File: src/rtl/id_ex_stage.sv
// Operand fetch with RAW forwarding/stall resolution and a valid/ready ID/EX register.
// Define IDEX_FORWARD_EN to enable EX/MEM/WB forwarding; otherwise any pending write stalls.
module id_ex_stage #(
    parameter int unsigned CTRL_W = 16
) (
    input  logic              clk,
    input  logic              rst,
    input  logic              in_valid,
    output logic              in_ready,
    input  logic [31:0]       in_pc,
    input  logic [31:0]       in_imm,
    input  logic [4:0]        in_rs1_addr,
    input  logic [4:0]        in_rs2_addr,
    input  logic [4:0]        in_rd_addr,
    input  logic              in_rs1_used,
    input  logic              in_rs2_used,
    input  logic              in_rd_wen,
    input  logic              in_is_load,
    input  logic [CTRL_W-1:0] in_ctrl,
    output logic [4:0]        rf_rs1_addr,
    output logic [4:0]        rf_rs2_addr,
    input  logic [31:0]       rf_rs1_data,
    input  logic [31:0]       rf_rs2_data,
    input  logic [31:0]       ex_data,
    input  logic [4:0]        mem_rd_addr,
    input  logic              mem_wen,
    input  logic [31:0]       mem_data,
    input  logic [4:0]        wb_rd_addr,
    input  logic              wb_wen,
    input  logic [31:0]       wb_data,
    input  logic              flush,
    output logic              out_valid,
    input  logic              out_ready,
    output logic [31:0]       out_pc,
    output logic [31:0]       out_imm,
    output logic [31:0]       out_rs1,
    output logic [31:0]       out_rs2,
    output logic [4:0]        out_rd_addr,
    output logic              out_rd_wen,
    output logic              out_is_load,
    output logic [CTRL_W-1:0] out_ctrl,
    output logic [15:0]       stall_cnt
);

    localparam int unsigned XLEN  = 32;
    localparam int unsigned CNT_W = 16;

    logic              valid_q, valid_d;
    logic [XLEN-1:0]   pc_q, pc_d, imm_q, imm_d, rs1_q, rs1_d, rs2_q, rs2_d;
    logic [4:0]        rd_q, rd_d;
    logic              rd_wen_q, rd_wen_d, is_load_q, is_load_d;
    logic [CTRL_W-1:0] ctrl_q, ctrl_d;
    logic [CNT_W-1:0]  cnt_q, cnt_d;

    logic            hz, advance, capture;
    logic [XLEN-1:0] op1, op2;

    assign rf_rs1_addr = in_rs1_addr;
    assign rf_rs2_addr = in_rs2_addr;

`ifdef IDEX_FORWARD_EN
    logic ex_fwd_ok, ld_pending;

    // Only a non-load in EX has its result ready this cycle.
    assign ex_fwd_ok  = valid_q & rd_wen_q & ~is_load_q;
    assign ld_pending = valid_q & is_load_q & rd_wen_q & (rd_q != 5'd0);
    assign hz = ld_pending & ((in_rs1_used & (rd_q == in_rs1_addr)) |
                              (in_rs2_used & (rd_q == in_rs2_addr)));

    always_comb begin
        op1 = rf_rs1_data;
        op2 = rf_rs2_data;
        if (in_rs1_used) begin
            if (ex_fwd_ok && rd_q == in_rs1_addr)          op1 = ex_data;
            else if (mem_wen && mem_rd_addr == in_rs1_addr) op1 = mem_data;
            else if (wb_wen && wb_rd_addr == in_rs1_addr)   op1 = wb_data;
        end
        if (in_rs2_used) begin
            if (ex_fwd_ok && rd_q == in_rs2_addr)          op2 = ex_data;
            else if (mem_wen && mem_rd_addr == in_rs2_addr) op2 = mem_data;
            else if (wb_wen && wb_rd_addr == in_rs2_addr)   op2 = wb_data;
        end
        if (in_rs1_addr == 5'd0) op1 = '0;
        if (in_rs2_addr == 5'd0) op2 = '0;
    end
`else
    logic src1_busy, src2_busy;
    logic unused_fwd_data;

    // Without forwarding, any in-flight write to a used source must drain first.
    assign src1_busy = in_rs1_used & (in_rs1_addr != 5'd0) &
                       ((valid_q & rd_wen_q & (rd_q == in_rs1_addr)) |
                        (mem_wen & (mem_rd_addr == in_rs1_addr)) |
                        (wb_wen & (wb_rd_addr == in_rs1_addr)));
    assign src2_busy = in_rs2_used & (in_rs2_addr != 5'd0) &
                       ((valid_q & rd_wen_q & (rd_q == in_rs2_addr)) |
                        (mem_wen & (mem_rd_addr == in_rs2_addr)) |
                        (wb_wen & (wb_rd_addr == in_rs2_addr)));
    assign hz  = src1_busy | src2_busy;
    assign op1 = (in_rs1_addr == 5'd0) ? '0 : rf_rs1_data;
    assign op2 = (in_rs2_addr == 5'd0) ? '0 : rf_rs2_data;
    assign unused_fwd_data = ^{ex_data, mem_data, wb_data};
`endif

    assign advance  = ~valid_q | out_ready;
    assign in_ready = advance & ~hz & ~flush;
    assign capture  = in_valid & in_ready;

    always_comb begin
        valid_d   = valid_q;
        pc_d      = pc_q;
        imm_d     = imm_q;
        rs1_d     = rs1_q;
        rs2_d     = rs2_q;
        rd_d      = rd_q;
        rd_wen_d  = rd_wen_q;
        is_load_d = is_load_q;
        ctrl_d    = ctrl_q;
        cnt_d     = cnt_q;
        if (in_valid && hz && cnt_q != {CNT_W{1'b1}}) cnt_d = cnt_q + CNT_W'(1);
        if (flush) begin
            valid_d = 1'b0;
        end else if (capture) begin
            valid_d   = 1'b1;
            pc_d      = in_pc;
            imm_d     = in_imm;
            rs1_d     = op1;
            rs2_d     = op2;
            rd_d      = in_rd_addr;
            rd_wen_d  = in_rd_wen;
            is_load_d = in_is_load;
            ctrl_d    = in_ctrl;
        end else if (advance) begin
            valid_d = 1'b0;
        end
    end

    always_ff @(posedge clk or negedge rst) begin
        if (!rst) begin
            valid_q   <= 1'b0;
            pc_q      <= '0;
            imm_q     <= '0;
            rs1_q     <= '0;
            rs2_q     <= '0;
            rd_q      <= '0;
            rd_wen_q  <= 1'b0;
            is_load_q <= 1'b0;
            ctrl_q    <= '0;
            cnt_q     <= '0;
        end else begin
            valid_q   <= valid_d;
            pc_q      <= pc_d;
            imm_q     <= imm_d;
            rs1_q     <= rs1_d;
            rs2_q     <= rs2_d;
            rd_q      <= rd_d;
            rd_wen_q  <= rd_wen_d;
            is_load_q <= is_load_d;
            ctrl_q    <= ctrl_d;
            cnt_q     <= cnt_d;
        end
    end

    assign out_valid   = valid_q;
    assign out_pc      = pc_q;
    assign out_imm     = imm_q;
    assign out_rs1     = rs1_q;
    assign out_rs2     = rs2_q;
    assign out_rd_addr = rd_q;
    assign out_rd_wen  = rd_wen_q;
    assign out_is_load = is_load_q;
    assign out_ctrl    = ctrl_q;
    assign stall_cnt   = cnt_q;

endmodule

File: config.mk
export PLATFORM = sky130hd
export DESIGN_NAME = id_ex_stage
export DESIGN_NICKNAME = d
export VERILOG_FILES = /design/src/rtl/id_ex_stage.sv
export SDC_FILE = /design/constraint.sdc
export NUM_CORES = 1
export LEC_CHECK = 0
export BUFFER_PORTS_ARGS = -buffer_cell sky130_fd_sc_hd__buf_2
export CAP_MARGIN = 20
export CORE_AREA = 2 2 179 181
export CTS_BUF_LIST = sky130_fd_sc_hd__clkbuf_8
export DETAILED_ROUTE_END_ITERATION = 12
export DIE_AREA = 0 0 181 183
export GPL_ROUTABILITY_DRIVEN = 0
export PLACE_DENSITY = 0.5
export SLEW_MARGIN = 15
export SYNTH_ARGS = -nofsm -noshare
export SYNTH_HDL_FRONTEND = slang
export SYNTH_SLANG_ARGS = --single-unit
File: constraint.sdc
create_clock -name clk -period 2.6 [get_ports clk]
set_input_delay 0.26 -clock clk [delete_from_list [all_inputs] [get_ports clk]]
set_output_delay 0.26 -clock clk [all_outputs]
set_load 0.05 [all_outputs]
## Word-level counts from Yosys, hierarchy flattened

Cells that the tools add are included.

- Register bits: 168
- Bits of input ports: 276
- Output and inout port bits: 179
- Word-level logic and storage cells: 54

- $add $sub $neg: 1
- Equality and inequality tests: 7
- Muxes and demuxes: 5
- Bitwise operators: 23
- Reduce and logical (&&, ||, !) cells: 8

Operators by type and width:

| kind | number |
|---|---|
| $mux W32 | 2 |
| $eq A5 B5 Y1 | 6 |
| $add A16 B1 Y16 const B | 1 |
| $ne A16 B16 Y1 const B | 1 |
| $and A1 B1 Y1 | 14 |
| $logic_not A5 Y1 | 2 |
| $reduce_bool A5 Y1 | 2 |
| $or A1 B1 Y1 | 6 |
| $mux W1 | 3 |
| $not A1 Y1 | 3 |
| $reduce_bool A3 Y1 | 1 |
| $logic_and A1 B1 Y1 | 2 |
| $reduce_and A2 Y1 | 1 |

## Longest topological paths before layout

- Word-level depth: 12
- Mapped depth: 10
- Depth with buffers taken out: 7

## Least setup slack after synthesis

Ideal clock, no wire load.

- Path type: reg2reg
- Start: register rd_q[2] (netlist: out_rd_addr[2])
- End: register cnt_q[6] (netlist: stall_cnt[6])
- Library setup time: 0.141 ns
- Data arrival time: 2.208 ns
- Required time: 2.459 ns
- Path slack: 0.251 ns
- Cell stages (with the launch flop): 9
- Path buffers: 1
- Period minus slack after synthesis: 2.349 ns
- Cell sequence: dfrtp_1 xnor2_1 nand4_1 nor3_1 o311ai_4 a21oi_1 buf_2 nand4_1 xnor2_1

- Word-level cells in the longest chain between the ends: 8
- Elaborated cells between the ends (all ways): 13
- Those cells by class: eq/ne (2); bitwise (9); reduce/logical (2)

Ends and longest elaborated chain:

| what | line | RTL |
|---|---|---|
| start: declaration | 50 | `logic [4:0] rd_q, rd_d;` |
| start signal: assignment | 156 | `rd_q <= rd_d;` |
| $eq A5 B5 Y1, on equally long branches | 92, 96 |  |
| $and A1 B1 Y1, on equally long branches | 92, 96 |  |
| $or A1 B1 Y1, on equally long branches | 92, 96 |  |
| $or A1 B1 Y1, on equally long branches | 93, 97 |  |
| $and A1 B1 Y1, on equally long branches | 91, 95 |  |
| $or A1 B1 Y1 (*) | 99 | `assign hz = src1_busy \| src2_busy;` |
| $logic_and A1 B1 Y1 (*) (2 in a row) | 120 | `if (in_valid && hz && cnt_q != {CNT_W{1'b1}}) cnt_d = cnt_q + CNT_W'(1);` |
| end signal: assignment | 160 | `cnt_q <= cnt_d;` |
| end: declaration | 53 | `logic [CNT_W-1:0] cnt_q, cnt_d;` |

Every way passes the cells marked *; elsewhere a longest branch is shown, timed or not.
A chain may end at the register's enable or synchronous reset.

## Worst setup path in the final report

- Start: register rd_q[4] (netlist: out_rd_addr[4])
- End: output in_ready

- Word-level cells in the longest chain between the ends: 9
- Elaborated cells between the ends (all ways): 14
- Those cells by class: eq/ne (2); bitwise (12)

Ends and longest elaborated chain:

| what | line | RTL |
|---|---|---|
| $eq A5 B5 Y1, on equally long branches | 92, 96 |  |
| $and A1 B1 Y1, on equally long branches | 92, 96 |  |
| $or A1 B1 Y1, on equally long branches | 92, 96 |  |
| $or A1 B1 Y1, on equally long branches | 93, 97 |  |
| $and A1 B1 Y1, on equally long branches | 91, 95 |  |
| $or A1 B1 Y1 (*) | 99 |  |
| $not A1 Y1 (*) | 106 | `assign in_ready = advance & ~hz & ~flush;` |
| $and A1 B1 Y1 (*) (2 in a row) | 106 |  |
| end: declaration | 9 | `output logic in_ready,` |

Marks and branches as above.

==> impl_metrics.json <==
{
  "outcome": "finished, final reports clean",
  "antenna_found_initial": 0,
  "synth_nets": 874,
  "power.leakage_nw": 5.95,
  "drv_cap": 0,
  "ant_nets": 0,
  "finalNetCount": 1381,
  "wirelength_mm": 22.7,
  "grt_use_total_pct": 13.9,
  "finalCritPeriodShare_pct": 94.9,
  "start_util_pct": 23.3,
  "vias": 6211,
  "n_antenna_cell": 0,
  "setup_viol": 0,
  "slew_violations": 0,
  "drc_errors": 0,
  "portBuffers": 358,
  "firstDrtPassIters": 4,
  "fin_worst_skew_ps": 11.5,
  "dp.final_hpwl_mm": 16.1,
  "coreArea_um2": 31200,
  "avgRoutedWirePerCell_um": 14.9,
  "synth_cell_types": 28,
  "multiInputGateArea_um2": 2820,
  "overflow": 0,
  "htree_num_levels": 4,
  "syn_inst": 597,
  "synth_seq_area_share_pct": 57.7,
  "min_period_ps": 2470,
  "dp_slack_ps": 143,
  "path_clk_slew_ps": 90,
  "worstMarginPinSlew_ps": 448,
  "grt_max_degree": 57,
  "yosysTopAreaCell": "dfrtp_1",
  "regArea_um2": 4200,
  "insertion_delay_ps": 490,
  "cts_tree": "done",
  "syn-cell-area_um2": 7280,
  "syn2layout_area_growth_pct": 58.3,
  "dieArea_um2": 33100,
  "cts_num_sinks": 168,
  "worstSetupEndpointType": "primary output",
  "syn-mean-instance-area_um2": 12.2,
  "die_h_um": 183,
  "criticalPathCategory": "reg2out",
  "yosys_register_bits": 168,
  "drive_gt1_share_pct": 44.9,
  "fill_cells": 3114,
  "die_x_um": 181,
  "max_freq_mhz": 405,
  "drt_iter0_drc": 140,
  "grt_first_pass_wirelength_mm": 35.6,
  "ys_top_cells_by_area": "dfrtp_1, mux2_4, nand2_1, o21ai_0, mux2_2",
  "synth_top_area_share_pct": 57.7,
  "rows": 65,
  "hold_violations": 0,
  "setup-tns-final_ps": 0,
  "hp-class": "in2reg",
  "startpoint_type": "flop",
  "cts_root_buffer": "clkbuf_8",
  "cts_made_buffers": 17,
  "slew_headroom_pct": 70.1,
  "final_util_pct": 36.9,
  "critical_path_arrival_ps": 2210,
  "ys_warn_count": 0,
  "synthArstFlopShare_pct": 100,
  "synth_enable_flop_cells": 0,
  "ir_drop_mv": 0.382,
  "cts_buffer_depth": 2,
  "io_pins": 455,
  "path_max_fanout": 4,
  "synth_flop_cell": "dfrtp_1",
  "viasPerCell": 4.09,
  "rsz0062_at_grt": "no",
  "cp.required_ps": 2340,
  "grt_pass1_vias": 6541,
  "fin_ws_ps": 132,
  "p_per_area_nw_per_um2": 758
}
## cell usage after synthesis, types with 4 or more instances
library cell / count
nand4_1: 8
buf_4: 10
dfrtp_1: 168
buf_2: 9
xor2_1: 21
o21ai_0: 58
mux2_2: 21
nand2_1: 137
o21ai_1: 6
nor3_1: 5
mux2_4: 62
xnor2_1: 24
buf_6: 8
nand3_1: 8
nor2_1: 6
nor4_1: 4
mux2_1: 5
clkbuf_1: 14
and3_1: 10
## cells in the final DEF, fill, tap and decap left out
cell type and n:
mux2_1 5, o21ai_1 6, o311ai_4 2, buf_2 357, buf_6 1, dlygate4sd3_1 148, buf_12 9, mux2_2 21
nor2_1 6, nor2b_1 1, mux2_4 62, dfrtp_1 168, bufinv_16 3, a21oi_1 2, inv_6 5, nand4_1 8
nor3_2 2, clkbuf_8 19, nand4_4 1, o31ai_1 1, ha_1 1, clkinv_2 2, nor3_1 3, clkinvlp_4 3
and3_1 10, xnor2_1 24, nor4_1 4, buf_4 15, xor2_1 21, nand2_1 137, o21ai_0 58, nand3_1 8
and2_1 3, nand2b_1 1
## kinds of logic (layout without fill, tap and decap cells)
| kind of cell | count (synthesis) | count (layout) | synth area share [%] |
|---|---|---|---|
| mux | 88 | 88 | 16.8 |
| compound gates | 69 | 69 | 5.36 |
| fa+ha+maj | 1 | 1 | 0.172 |
| simple gates | 184 | 184 | 10.9 |
| xor+xnor | 45 | 45 | 5.41 |
| buf+inv | 42 | 562 | 3.66 |
| flops | 168 | 168 | 57.7 |
## flip-flops by register name, summed over array words and instances (netlist names)
register,cells
out_rs1,32
out_valid,1
out_is_load,1
out_rd_wen,1
out_pc,32
out_rs2,32
out_imm,32
out_rd_addr,5
stall_cnt,16
out_ctrl,16
## power breakdown
| group | switching, mW | internal (mW) |
|---|---|---|
| combinational | 2.34 | 1.04 |
| clock | 1.05 | 1.01 |
| sequential | 0.252 | 3.06 |
## repair_timing
action                                 4_1_cts  5_1_grt
gates resized for setup                      1        1
buffers inserted                             0        0
setup endpoints to repair                    1        1
endpoints found under the hold margin      186        1
hold buffers                               147        1
## final timing paths
path,slack (ps),from,endpoint,cells past startpoint
worst max-delay path,130,out_rd_addr[4]$_DFFE_PN0P_,in_ready,6
worst min-delay path,60,out_ready,out_valid$_DFFE_PN0P_,3
worst max register to register,260,out_rd_addr[4]$_DFFE_PN0P_,out_imm[17]$_DFFE_PN0P_,8
worst min register to register,480,out_rs1[9]$_DFFE_PN0P_,out_rs1[9]$_DFFE_PN0P_,2
max in group asynchronous,1620,rst,stall_cnt[14]$_DFFE_PN0P_,3
min in group asynchronous,280,rst,out_pc[0]$_DFFE_PN0P_,2
## worst max-delay path, cell delays in order, from the launching register on
cell,delay (ps)
dfrtp_1,460
xnor2_1,260
nand4_1,140
nor3_2,280
o311ai_4,170
and3_1,200
buf_2,210
## layer usage
layer | global-route usage (%) | part of all wire, % | vias up | wire (µm)
met2 | 24.0 | 49 | 257 | 11100
met1 | 15.8 | 41 | 2917 | 9350
met5 | 0 | 0 | - | 0
met4 | 5.69 | 2.3 | 0 | 529
li1 | - | - | 3007 | -
met3 | 4.53 | 7.6 | 30 | 1730
## layout make-up
class	count	area share, %
clock inverter	13	1.44
tap	402	4.36
clock buffer	19	2.27
multi-input combinational	387	24.5
sequential	168	36.5
timing repair buffer	530	31.0
## through the flow
stage	std cells	power, mW	hold WS, ps	area, µm²
2_1_floorplan	597	5.65	-35.6	7280
3_3_place_gp	1339	6.54	220	9610
3_5_place_dp	1339	6.57	221	9610
4_1_cts	1518	8.87	0.281	11500
5_1_grt	1519	9.18	12.3	11500
6_report	1519	8.75	56.9	11500
(Power assumes the default switching activity.)
